--- config.mk ---
export PLATFORM = sky130hd
export DESIGN_NAME = i2c_master_param
export DESIGN_NICKNAME = d
export VERILOG_FILES = /design/src/rtl/i2c_pkg.sv /design/src/rtl/i2c_phase_gen.sv /design/src/rtl/i2c_master_param.sv
export SDC_FILE = /design/constraint.sdc
export NUM_CORES = 1
export LEC_CHECK = 0
export CAP_MARGIN = 20
export CORE_MARGIN = 2
export CORE_UTILIZATION = 58
export DETAILED_ROUTE_END_ITERATION = 12
export GPL_ROUTABILITY_DRIVEN = 0
export GPL_TIMING_DRIVEN = 0
export PLACE_DENSITY = 0.85
export SYNTH_ARGS = -nofsm -noshare
export SYNTH_HDL_FRONTEND = slang
export SYNTH_SLANG_ARGS = --single-unit
--- constraint.sdc ---
create_clock -name clk -period 4.5 [get_ports clk]
set_input_delay 0.9 -clock clk [delete_from_list [all_inputs] [get_ports clk]]
set_output_delay 0.9 -clock clk [all_outputs]
set_load 0.02 [all_outputs]
--- src/rtl/i2c_pkg.sv ---
// Shared definitions for the parametrised I2C master: FSM encoding, quarter-phase
// names and bus idle levels.
package i2c_pkg;

  localparam int STATE_W = 4;

  typedef enum logic [STATE_W-1:0] {
    ST_IDLE     = 4'd0,
    ST_START    = 4'd1,
    ST_ADDR     = 4'd2,
    ST_ADDR_ACK = 4'd3,
    ST_WR_BYTE  = 4'd4,
    ST_WR_ACK   = 4'd5,
    ST_RD_BYTE  = 4'd6,
    ST_RD_ACK   = 4'd7,
    ST_STOP     = 4'd8
  } i2c_state_e;

  localparam logic [1:0] Q0 = 2'd0;
  localparam logic [1:0] Q1 = 2'd1;
  localparam logic [1:0] Q2 = 2'd2;
  localparam logic [1:0] Q3 = 2'd3;

  localparam logic SCL_IDLE = 1'b1;
  localparam logic SDA_IDLE = 1'b1;

  // SCL is low in the first half of a data/ACK/STOP slot and high in the second.
  function automatic logic scl_level(input logic [1:0] quarter);
    return quarter[1];
  endfunction

endpackage

--- src/rtl/i2c_phase_gen.sv ---
// Bit-slot timebase: QTR-cycle prescaler feeding a 2-bit quarter counter.
// Held at the start of Q0 whenever run_i is low so every transaction starts aligned.
module i2c_phase_gen
  import i2c_pkg::*;
#(
  parameter int QTR = 1
) (
  input  logic       clk,
  input  logic       rst,
  input  logic       run_i,
  output logic       tick_o,
  output logic [1:0] quarter_o,
  output logic       slot_end_o
);

  localparam int CW = (QTR > 1) ? $clog2(QTR) : 1;
  localparam logic [CW-1:0] CNT_LAST = CW'(QTR - 1);

  logic [CW-1:0] cnt_q, cnt_d;
  logic [1:0]    qtr_q, qtr_d;

  always_comb begin
    tick_o     = run_i && (cnt_q == CNT_LAST);
    slot_end_o = tick_o && (qtr_q == Q3);
    quarter_o  = qtr_q;
    cnt_d      = cnt_q;
    qtr_d      = qtr_q;
    if (!run_i) begin
      cnt_d = '0;
      qtr_d = Q0;
    end else if (tick_o) begin
      cnt_d = '0;
      qtr_d = qtr_q + 2'd1;
    end else begin
      cnt_d = cnt_q + CW'(1);
    end
  end

  always_ff @(posedge clk or negedge rst) begin
    if (!rst) begin
      cnt_q <= '0;
      qtr_q <= Q0;
    end else begin
      cnt_q <= cnt_d;
      qtr_q <= qtr_d;
    end
  end

endmodule

--- src/rtl/i2c_master_param.sv ---
// I2C master: START, 7-bit address + R/W, N_BYTES data bytes (write or read), STOP.
// NACK from the slave aborts straight to STOP and latches ACK_ERR.
module i2c_master_param
  import i2c_pkg::*;
#(
  parameter int N_BYTES = 2,
  parameter int QTR     = 1
) (
  input  logic                   clk,
  input  logic                   rst,
  input  logic                   RNW,
  input  logic [6:0]             I2C_ADDR,
  input  logic [8*N_BYTES-1:0]   WR_DATA,
  input  logic                   START_STB,
  input  logic                   SDA_IN,
  output logic                   SCL,
  output logic                   SDA_OUT,
  output logic                   SDA_OE,
  output logic [8*N_BYTES-1:0]   RD_DATA,
  output logic                   BUSY,
  output logic                   DONE,
  output logic                   ACK_ERR,
  output logic [STATE_W-1:0]     dbg_state_o
);

  localparam int W  = 8 * N_BYTES;
  localparam int BW = (N_BYTES > 1) ? $clog2(N_BYTES) : 1;
  localparam logic [BW-1:0] LAST_BYTE = BW'(N_BYTES - 1);

  i2c_state_e    state_q, state_d;
  logic [2:0]    bit_q, bit_d;
  logic [BW-1:0] byte_q, byte_d;
  logic [7:0]    tx_q, tx_d;
  logic [W-1:0]  payload_q, payload_d;
  logic [W-1:0]  rx_q, rx_d;
  logic [W-1:0]  rd_q, rd_d;
  logic          rnw_q, rnw_d;
  logic          ack_q, ack_d;
  logic          ack_err_q, ack_err_d;
  logic          done_q, done_d;

  logic       tick;
  logic [1:0] quarter;
  logic       slot_end;
  logic       sample;

  assign BUSY        = (state_q != ST_IDLE);
  assign DONE        = done_q;
  assign ACK_ERR     = ack_err_q;
  assign RD_DATA     = rd_q;
  assign dbg_state_o = state_q;
  assign sample      = tick && (quarter == Q2);

  i2c_phase_gen #(.QTR(QTR)) u_phase (
    .clk        (clk),
    .rst        (rst),
    .run_i      (BUSY),
    .tick_o     (tick),
    .quarter_o  (quarter),
    .slot_end_o (slot_end)
  );

  always_comb begin
    state_d   = state_q;
    bit_d     = bit_q;
    byte_d    = byte_q;
    tx_d      = tx_q;
    payload_d = payload_q;
    rx_d      = rx_q;
    rd_d      = rd_q;
    rnw_d     = rnw_q;
    ack_d     = ack_q;
    ack_err_d = ack_err_q;
    done_d    = 1'b0;
    unique case (state_q)
      ST_IDLE: begin
        if (START_STB) begin
          state_d   = ST_START;
          rnw_d     = RNW;
          tx_d      = {I2C_ADDR, RNW};
          payload_d = WR_DATA;
          rx_d      = '0;
          ack_err_d = 1'b0;
          bit_d     = 3'd0;
          byte_d    = '0;
        end
      end
      ST_START: begin
        if (slot_end) state_d = ST_ADDR;
      end
      ST_ADDR, ST_WR_BYTE: begin
        if (slot_end) begin
          tx_d  = {tx_q[6:0], 1'b0};
          bit_d = bit_q + 3'd1;
          if (bit_q == 3'd7) state_d = (state_q == ST_ADDR) ? ST_ADDR_ACK : ST_WR_ACK;
        end
      end
      ST_ADDR_ACK, ST_WR_ACK: begin
        if (sample) ack_d = SDA_IN;
        if (slot_end) begin
          if (ack_q) begin
            ack_err_d = 1'b1;
            state_d   = ST_STOP;
          end else if (state_q == ST_ADDR_ACK && rnw_q) begin
            state_d = ST_RD_BYTE;
          end else if (state_q == ST_WR_ACK && byte_q == LAST_BYTE) begin
            state_d = ST_STOP;
          end else begin
            // Next payload byte: MSB-first, so the top byte of the captured word goes next.
            if (state_q == ST_WR_ACK) byte_d = byte_q + BW'(1);
            tx_d      = payload_q[W-1 -: 8];
            payload_d = payload_q << 8;
            state_d   = ST_WR_BYTE;
          end
        end
      end
      ST_RD_BYTE: begin
        if (sample) rx_d = {rx_q[W-2:0], SDA_IN};
        if (slot_end) begin
          bit_d = bit_q + 3'd1;
          if (bit_q == 3'd7) state_d = ST_RD_ACK;
        end
      end
      ST_RD_ACK: begin
        if (slot_end) begin
          if (byte_q == LAST_BYTE) begin
            state_d = ST_STOP;
          end else begin
            byte_d  = byte_q + BW'(1);
            state_d = ST_RD_BYTE;
          end
        end
      end
      ST_STOP: begin
        if (slot_end) begin
          state_d = ST_IDLE;
          done_d  = 1'b1;
          if (rnw_q && !ack_err_q) rd_d = rx_q;
        end
      end
      default: state_d = ST_IDLE;
    endcase
  end

  always_comb begin
    SCL     = SCL_IDLE;
    SDA_OUT = SDA_IDLE;
    SDA_OE  = 1'b0;
    unique case (state_q)
      ST_IDLE: ;
      ST_START: begin
        SDA_OE  = 1'b1;
        SDA_OUT = ~quarter[1];
      end
      ST_ADDR, ST_WR_BYTE: begin
        SCL     = scl_level(quarter);
        SDA_OE  = 1'b1;
        SDA_OUT = tx_q[7];
      end
      ST_ADDR_ACK, ST_WR_ACK, ST_RD_BYTE: begin
        SCL = scl_level(quarter);
      end
      ST_RD_ACK: begin
        SCL     = scl_level(quarter);
        SDA_OE  = 1'b1;
        SDA_OUT = (byte_q == LAST_BYTE);
      end
      ST_STOP: begin
        SCL     = scl_level(quarter);
        SDA_OE  = 1'b1;
        SDA_OUT = (quarter == Q3);
      end
      default: ;
    endcase
  end

  always_ff @(posedge clk or negedge rst) begin
    if (!rst) begin
      state_q   <= ST_IDLE;
      bit_q     <= 3'd0;
      byte_q    <= '0;
      tx_q      <= '0;
      payload_q <= '0;
      rx_q      <= '0;
      rd_q      <= '0;
      rnw_q     <= 1'b0;
      ack_q     <= 1'b0;
      ack_err_q <= 1'b0;
      done_q    <= 1'b0;
    end else begin
      state_q   <= state_d;
      bit_q     <= bit_d;
      byte_q    <= byte_d;
      tx_q      <= tx_d;
      payload_q <= payload_d;
      rx_q      <= rx_d;
      rd_q      <= rd_d;
      rnw_q     <= rnw_d;
      ack_q     <= ack_d;
      ack_err_q <= ack_err_d;
      done_q    <= done_d;
    end
  end

endmodule

## After elaboration in Yosys (flattened, before gate mapping)

Index checks and enable logic that the tools add are counted.

- Bits in registers: 71
- Bits in latches: 0
- Memory bits (writable): 0
- Memory bits (read-only): 0
- Bits of input ports: 28
- Output and inout bits: 26
- Logic and storage cells: 131
- Memories: 0

- $add $sub $neg: 4
- Multiply operators: 0
- Divide/modulo/power cells: 0
- $lt $le $gt $ge: 0
- Eq/ne operators: 28
- Shifts and indexed selects: 0
- Multiplexer cells: 55
- Bitwise operators: 2
- Reductions and logical operators: 29

Operators with widths:

| cell | count |
|---|---|
| 2-to-1 mux 16 bit | 7 |
| one-hot mux 16 bit (2 select lines) | 2 |
| 2-to-1 mux 4 bit | 13 |
| 2-to-1 mux 8 bit | 6 |
| inequality test 2 bit, second input constant | 16 |
| one-hot mux 4 bit (7 select lines) | 1 |
| one-hot mux 8 bit (3 select lines) | 1 |
| == test 4 x 3 -> 1 bit, second input constant | 4 |
| 2-to-1 mux 1 bit | 16 |
| 2-to-1 mux 3 bit | 3 |
| AND reduction 3 bit | 3 |
| AND reduction 9 bit | 1 |
| == test 4 x 2 -> 1 bit, second input constant | 2 |
| AND reduction 8 bit | 1 |
| AND reduction 7 bit | 1 |
| OR reduction 7 bit | 1 |
| logical AND 1 bit | 6 |
| one-hot mux 3 bit (2 select lines) | 1 |
| AND reduction 6 bit | 1 |
| nonzero test 2 bit | 3 |
| nonzero test 3 bit | 2 |
| OR reduction 5 bit | 1 |
| == test 2 bit, second input constant | 2 |
| == test 4 x 1 -> 1 bit, second input constant | 1 |
| 18 further kinds | 23 |

## Longest topological paths before layout

- Depth in word-level cells: 7
- Depth in mapped cells: 9
- Mapped depth without buffers: 6

## Cells and area by module

A second synthesis with hierarchy kept.

- Cells, all modules: 305
- Area, all modules: 3499.6 sq um

Modules (own cells, without submodules):

| module | times used | cells an instance | area each (sq um) | seq. area each (sq um) |
|---|---|---|---|---|
| i2c_master_param | 1 | 294 | 3364.5 | 1701.6 |
| i2c_phase_gen | 1 | 11 | 135.1 | 75.1 |

## Least setup slack after synthesis

No wires, ideal clock.

- Path kind: reg2out
- Start point: register state_q[2], in the netlist dbg_state_o[2]
- End point: output port SDA_OUT
- Arrival time: 2.040 ns
- Required time: 3.600 ns
- Path slack: 1.560 ns
- Stages on the path, launching flop included: 7
- Buffers on the path: 2
- Cell sequence: dfrtp_1 clkbuf_8 xor2_2 buf_4 xnor2_1 o21ai_0 nand4_1

- Longest elaborated chain between the ends: 3
- Elaborated cells on any way between the ends: 7
- Those cells by class: 5 x eq/ne; 1 x mux; 1 x reduce/logical

Ends and longest elaborated chain:

| what | line | text |
|---|---|---|
| start: declaration | i2c_master_param.sv:30 | `i2c_state_e state_q, state_d;` |
| start signal: assignment | i2c_master_param.sv:191 | `state_q <= state_d;` |
| == test 4 x 2 -> 1 bit / == test 4 x 3 -> 1 bit (equally long branches) | i2c_master_param.sv:149 | `unique case (state_q)` |
| OR reduction 2 bit | i2c_master_param.sv:149 |  |
| one-hot mux 1 bit (4 select lines) (*) | i2c_master_param.sv:149 |  |
| end: declaration | i2c_master_param.sv:17 | `output logic SDA_OUT,` |

Mark *: on every way between the ends. The rest lies on a longest branch, timed or not.

## Worst setup path in the final report

Ends and elaborated chain as after synthesis.

==> impl_results.md <==
* Status: completed
* Largest cells by area after synthesis: sky130_fd_sc_hd__dfrtp_1, sky130_fd_sc_hd__nand2_1, sky130_fd_sc_hd__mux2_2
* Initial antenna violation count at 0
* Number of synthesized flops with an enable pin at 0
* Cell types with the highest counts after synthesis: sky130_fd_sc_hd__dfrtp_1, sky130_fd_sc_hd__nand2_1, sky130_fd_sc_hd__o21ai_0
* Worst-case reg-to-reg path depth at 7
* Worst EP required at 3.60 ns
* Number of instances resized during post-cts repair at 0
* Worst reg2reg path endpoint: dbg_state_o[2]
* Routed wire per std cell at around 16 um
* Global Route met3 Usage at 0.0641
* Maximum clock skew at final layout at about 0.008 ns
* Hold_ws at between 0.5 and 0.6 ns
* Net count after synthesis at 379
* Drt initial violations at roughly 240
* Count of hold-fix buffers inserted at cts at 0
* Yosys warning count at 0
* Fraction of synthesis flops using an asynchronous set or reset pin at 1.00
* Setup-failing EPs final at 0
* Start point of the worst hold path: RD_DATA[12]
* Area added between synthesis and finish at 23.2%
* Number of max-slew violations in the final report at 0
* Total overflow reported by the global router at 0
* Worst slew pin tran at slightly below 0.9 ns
* Pleak at 1.95 nW
* Clock root buffer master: sky130_fd_sc_hd__clkbuf_8
* Number of vias after detailed routing at 2830
* Placed standard-cell area at 4160 um2
* Hold WC Path Type: flip-flop to flip-flop
* Top_reg_cell synth: sky130_fd_sc_hd__dfrtp_1
* Worst Hold Depth at 1
* Cell count after synthesis at between 300 and 400
* Global-route wire length before repair at approximately 13000 um
* Pin count of the biggest net entering global routing at 72
* Post-detailed-route DRC marker count at 0
* Peak supply drop at around 0.34 mV
* Startpoint type of the worst setup path: flip-flop
* Hold violation count in the final report at 0
* Clock tree from TritonCTS: yes
* Layout net count at 443
* Number of H-tree branching levels at 3
* Place WS at between 1.5 and 2 ns
* Vertical die dimension at roughly 82 um
* M1 GR Usage at 0.335
* Setup bufs post-CTS at 0
* Number of buffers on the longest clock path at 2
* Vias/cell at between 5 and 6
* Share of final-layout standard cells stronger than drive strength 1 at 0.190
* Number of I/O port buffers at 53
* Die area at around 6700 um2
* Summed negative setup slack over all endpoints at 0 ns
* Largest fanout on the critical path at 10
* Remaining max-slew budget at the tightest pin at 0.413
* Unrepaired setup endpoints after global routing: false
* Row count at 28
* Maximum clock frequency at 0.306 GHz
* Count of fill cells added during filler insertion at ~430
* Endpoint class of the critical path: output port
* Global Route met2 Usage at 0.382
* Worst-Skew Late Latency at around 0.35 ns
* Final critical-path share of the clock period at 0.726
* Summed instance area of the synthesized netlist at around 3500 um2
* Post-synth top area share at 0.502
* Register-to-Register Setup Slack at ~2.5 ns
* Post-DRT Antenna Nets at 0
* PD cells at about 540 nW/um2
* Antenna diode instance count at 0
* Storage cell area at 1780 um2
* Time the final worst path needs with I/O delays and setup at approximately 3.3 ns
* Crit path arrival time at 2.37 ns
* Number of global-route vias before repair at 2721
* DRT Wirelength at ~8000 um
* Critical path type: flip-flop to output port
* Horizontal extent of the die at about 82 um
* Number of top-level pins at 54
* Avg Cell Area, Syn at 10.2 um2
* Min-Delay Endpoint: RD_DATA[12]
* Clock Sinks at 71
* Global-route total usage across every layer at 0.252
* Post-synthesis register bit count at 71
* Number of buffers created by CTS at 9
* Effective utilization at floorplan at 0.598
* Core Box Area at about 5900 um2
* Cell taking the most area after synthesis: sky130_fd_sc_hd__dfrtp_1
* DPL Wire Length at between 5000 and 6000 um
* RR Startpoint: u_phase.quarter_o[1]
* Multi-input logic area at 1520 um2
* Count of different cell masters after synthesis at 53
* Layer with the highest usage after global routing: met2
* Clock edge transition at the registers on the reported setup and hold paths at approximately 0.080 ns
* Number of iterations in the first detailed-routing pass at 5
* Total power after layout at approximately 2.4 mW
* Share of synthesized area occupied by flip-flops and latches at 0.502
* Post-layout instance area at approximately 4400 um2
* Max cap viols at 0
* Smallest setup slack after layout at roughly 1.2 ns
-- how the worst max path moves through the flow --
stage	startpoint	end	slack (ns)	depth (start not counted)
after floorplan	dbg_state_o[2]	SDA_OUT	1.56	6
after global routing	dbg_state_o[2]	SDA_OUT	1.04	7
after global placement	rst	RD_DATA[15]	0.19	1
final	dbg_state_o[2]	SDA_OUT	1.23	7
after CTS	dbg_state_o[2]	SDA_OUT	1.23	7
after detailed placement	dbg_state_o[2]	SDA_OUT	1.63	7
-- through the flow --
step,instances,utilization
floorplan,347,-
global placement,475,0.703
detailed placement,475,0.703
CTS,491,0.736
global route,491,0.736
finish,491,0.736
-- critical path: stages (launching register included) --
cell                              delay (ns)
sky130_fd_sc_hd__dfrtp_1                0.42
sky130_fd_sc_hd__clkbuf_8               0.21
sky130_fd_sc_hd__xor2_2                 0.21
sky130_fd_sc_hd__buf_4                  0.21
sky130_fd_sc_hd__xnor2_1                0.07
sky130_fd_sc_hd__o21ai_0                0.23
sky130_fd_sc_hd__nand4_1                0.13
sky130_fd_sc_hd__clkdlybuf4s50_1        0.56
-- logic make-up after synthesis --
| group | share of synthesized area |
|---|---|
| fa+ha+maj | 0.0141 |
| compound gates | 0.145 |
| buf+inv | 0.0689 |
| mux | 0.0891 |
| xor+xnor | 0.00955 |
| other cells | 0.00106 |
| simple gates | 0.171 |
| flops | 0.502 |
-- per-layer routing --
layer	routed length [um]	vias up	share of wire
met4	225	0	0.029
met1	3390	1381	0.43
met3	431	24	0.055
met5	0	-	0
li1	-	1323	-
met2	3750	102	0.48
-- flip-flops by register name (all words and copies together), names as in the netlist --
| register | flops |
|---|---|
| byte_q | 1 |
| rnw_q | 1 |
| dbg_state_o | 4 |
| RD_DATA | 16 |
| bit_q | 3 |
| rx_q | 16 |
| tx_q | 8 |
| u_phase.quarter_o | 2 |
| payload_q | 16 |
| u_phase.cnt_q | 1 |
| ACK_ERR | 1 |
| ack_q | 1 |
| DONE | 1 |
-- where the power goes --
| part | switching (mW) | internal [mW] |
|---|---|---|
| Clock | 0.246 | 0.272 |
| Combinational | 0.516 | 0.408 |
| Sequential | 0.115 | 0.795 |
| Total | 0.877 | 1.47 |
-- layout by cell type, fill, tap and decap left out, types with 4 or more instances in the layout --
cell type / instances
sky130_fd_sc_hd__nand2_1: 71
sky130_fd_sc_hd__nor2_1: 21
sky130_fd_sc_hd__o21ai_0: 27
sky130_fd_sc_hd__a32oi_1: 8
sky130_fd_sc_hd__mux2_2: 23
sky130_fd_sc_hd__clkbuf_8: 12
sky130_fd_sc_hd__dfrtp_1: 71
sky130_fd_sc_hd__buf_4: 6
sky130_fd_sc_hd__o22ai_1: 4
sky130_fd_sc_hd__buf_2: 5
sky130_fd_sc_hd__buf_6: 8
sky130_fd_sc_hd__nand2b_1: 4
sky130_fd_sc_hd__a21oi_1: 6
sky130_fd_sc_hd__nand3_1: 10
sky130_fd_sc_hd__a31oi_1: 9
sky130_fd_sc_hd__clkdlybuf4s50_1: 52
sky130_fd_sc_hd__ha_1: 4
sky130_fd_sc_hd__inv_1: 14
sky130_fd_sc_hd__o21ai_1: 6
sky130_fd_sc_hd__mux2_1: 5
-- area by class of cell --
class                      count  area share
buffer                        22      0.0431
tap                           75      0.0215
inverter                      15      0.0129
multi-input combinational    239       0.348
sequential                    71       0.408
clock buffer                  11      0.0324
clock inverter                 5      0.0129
timing repair buffer          53       0.121
(Power assumes the default switching activity.)
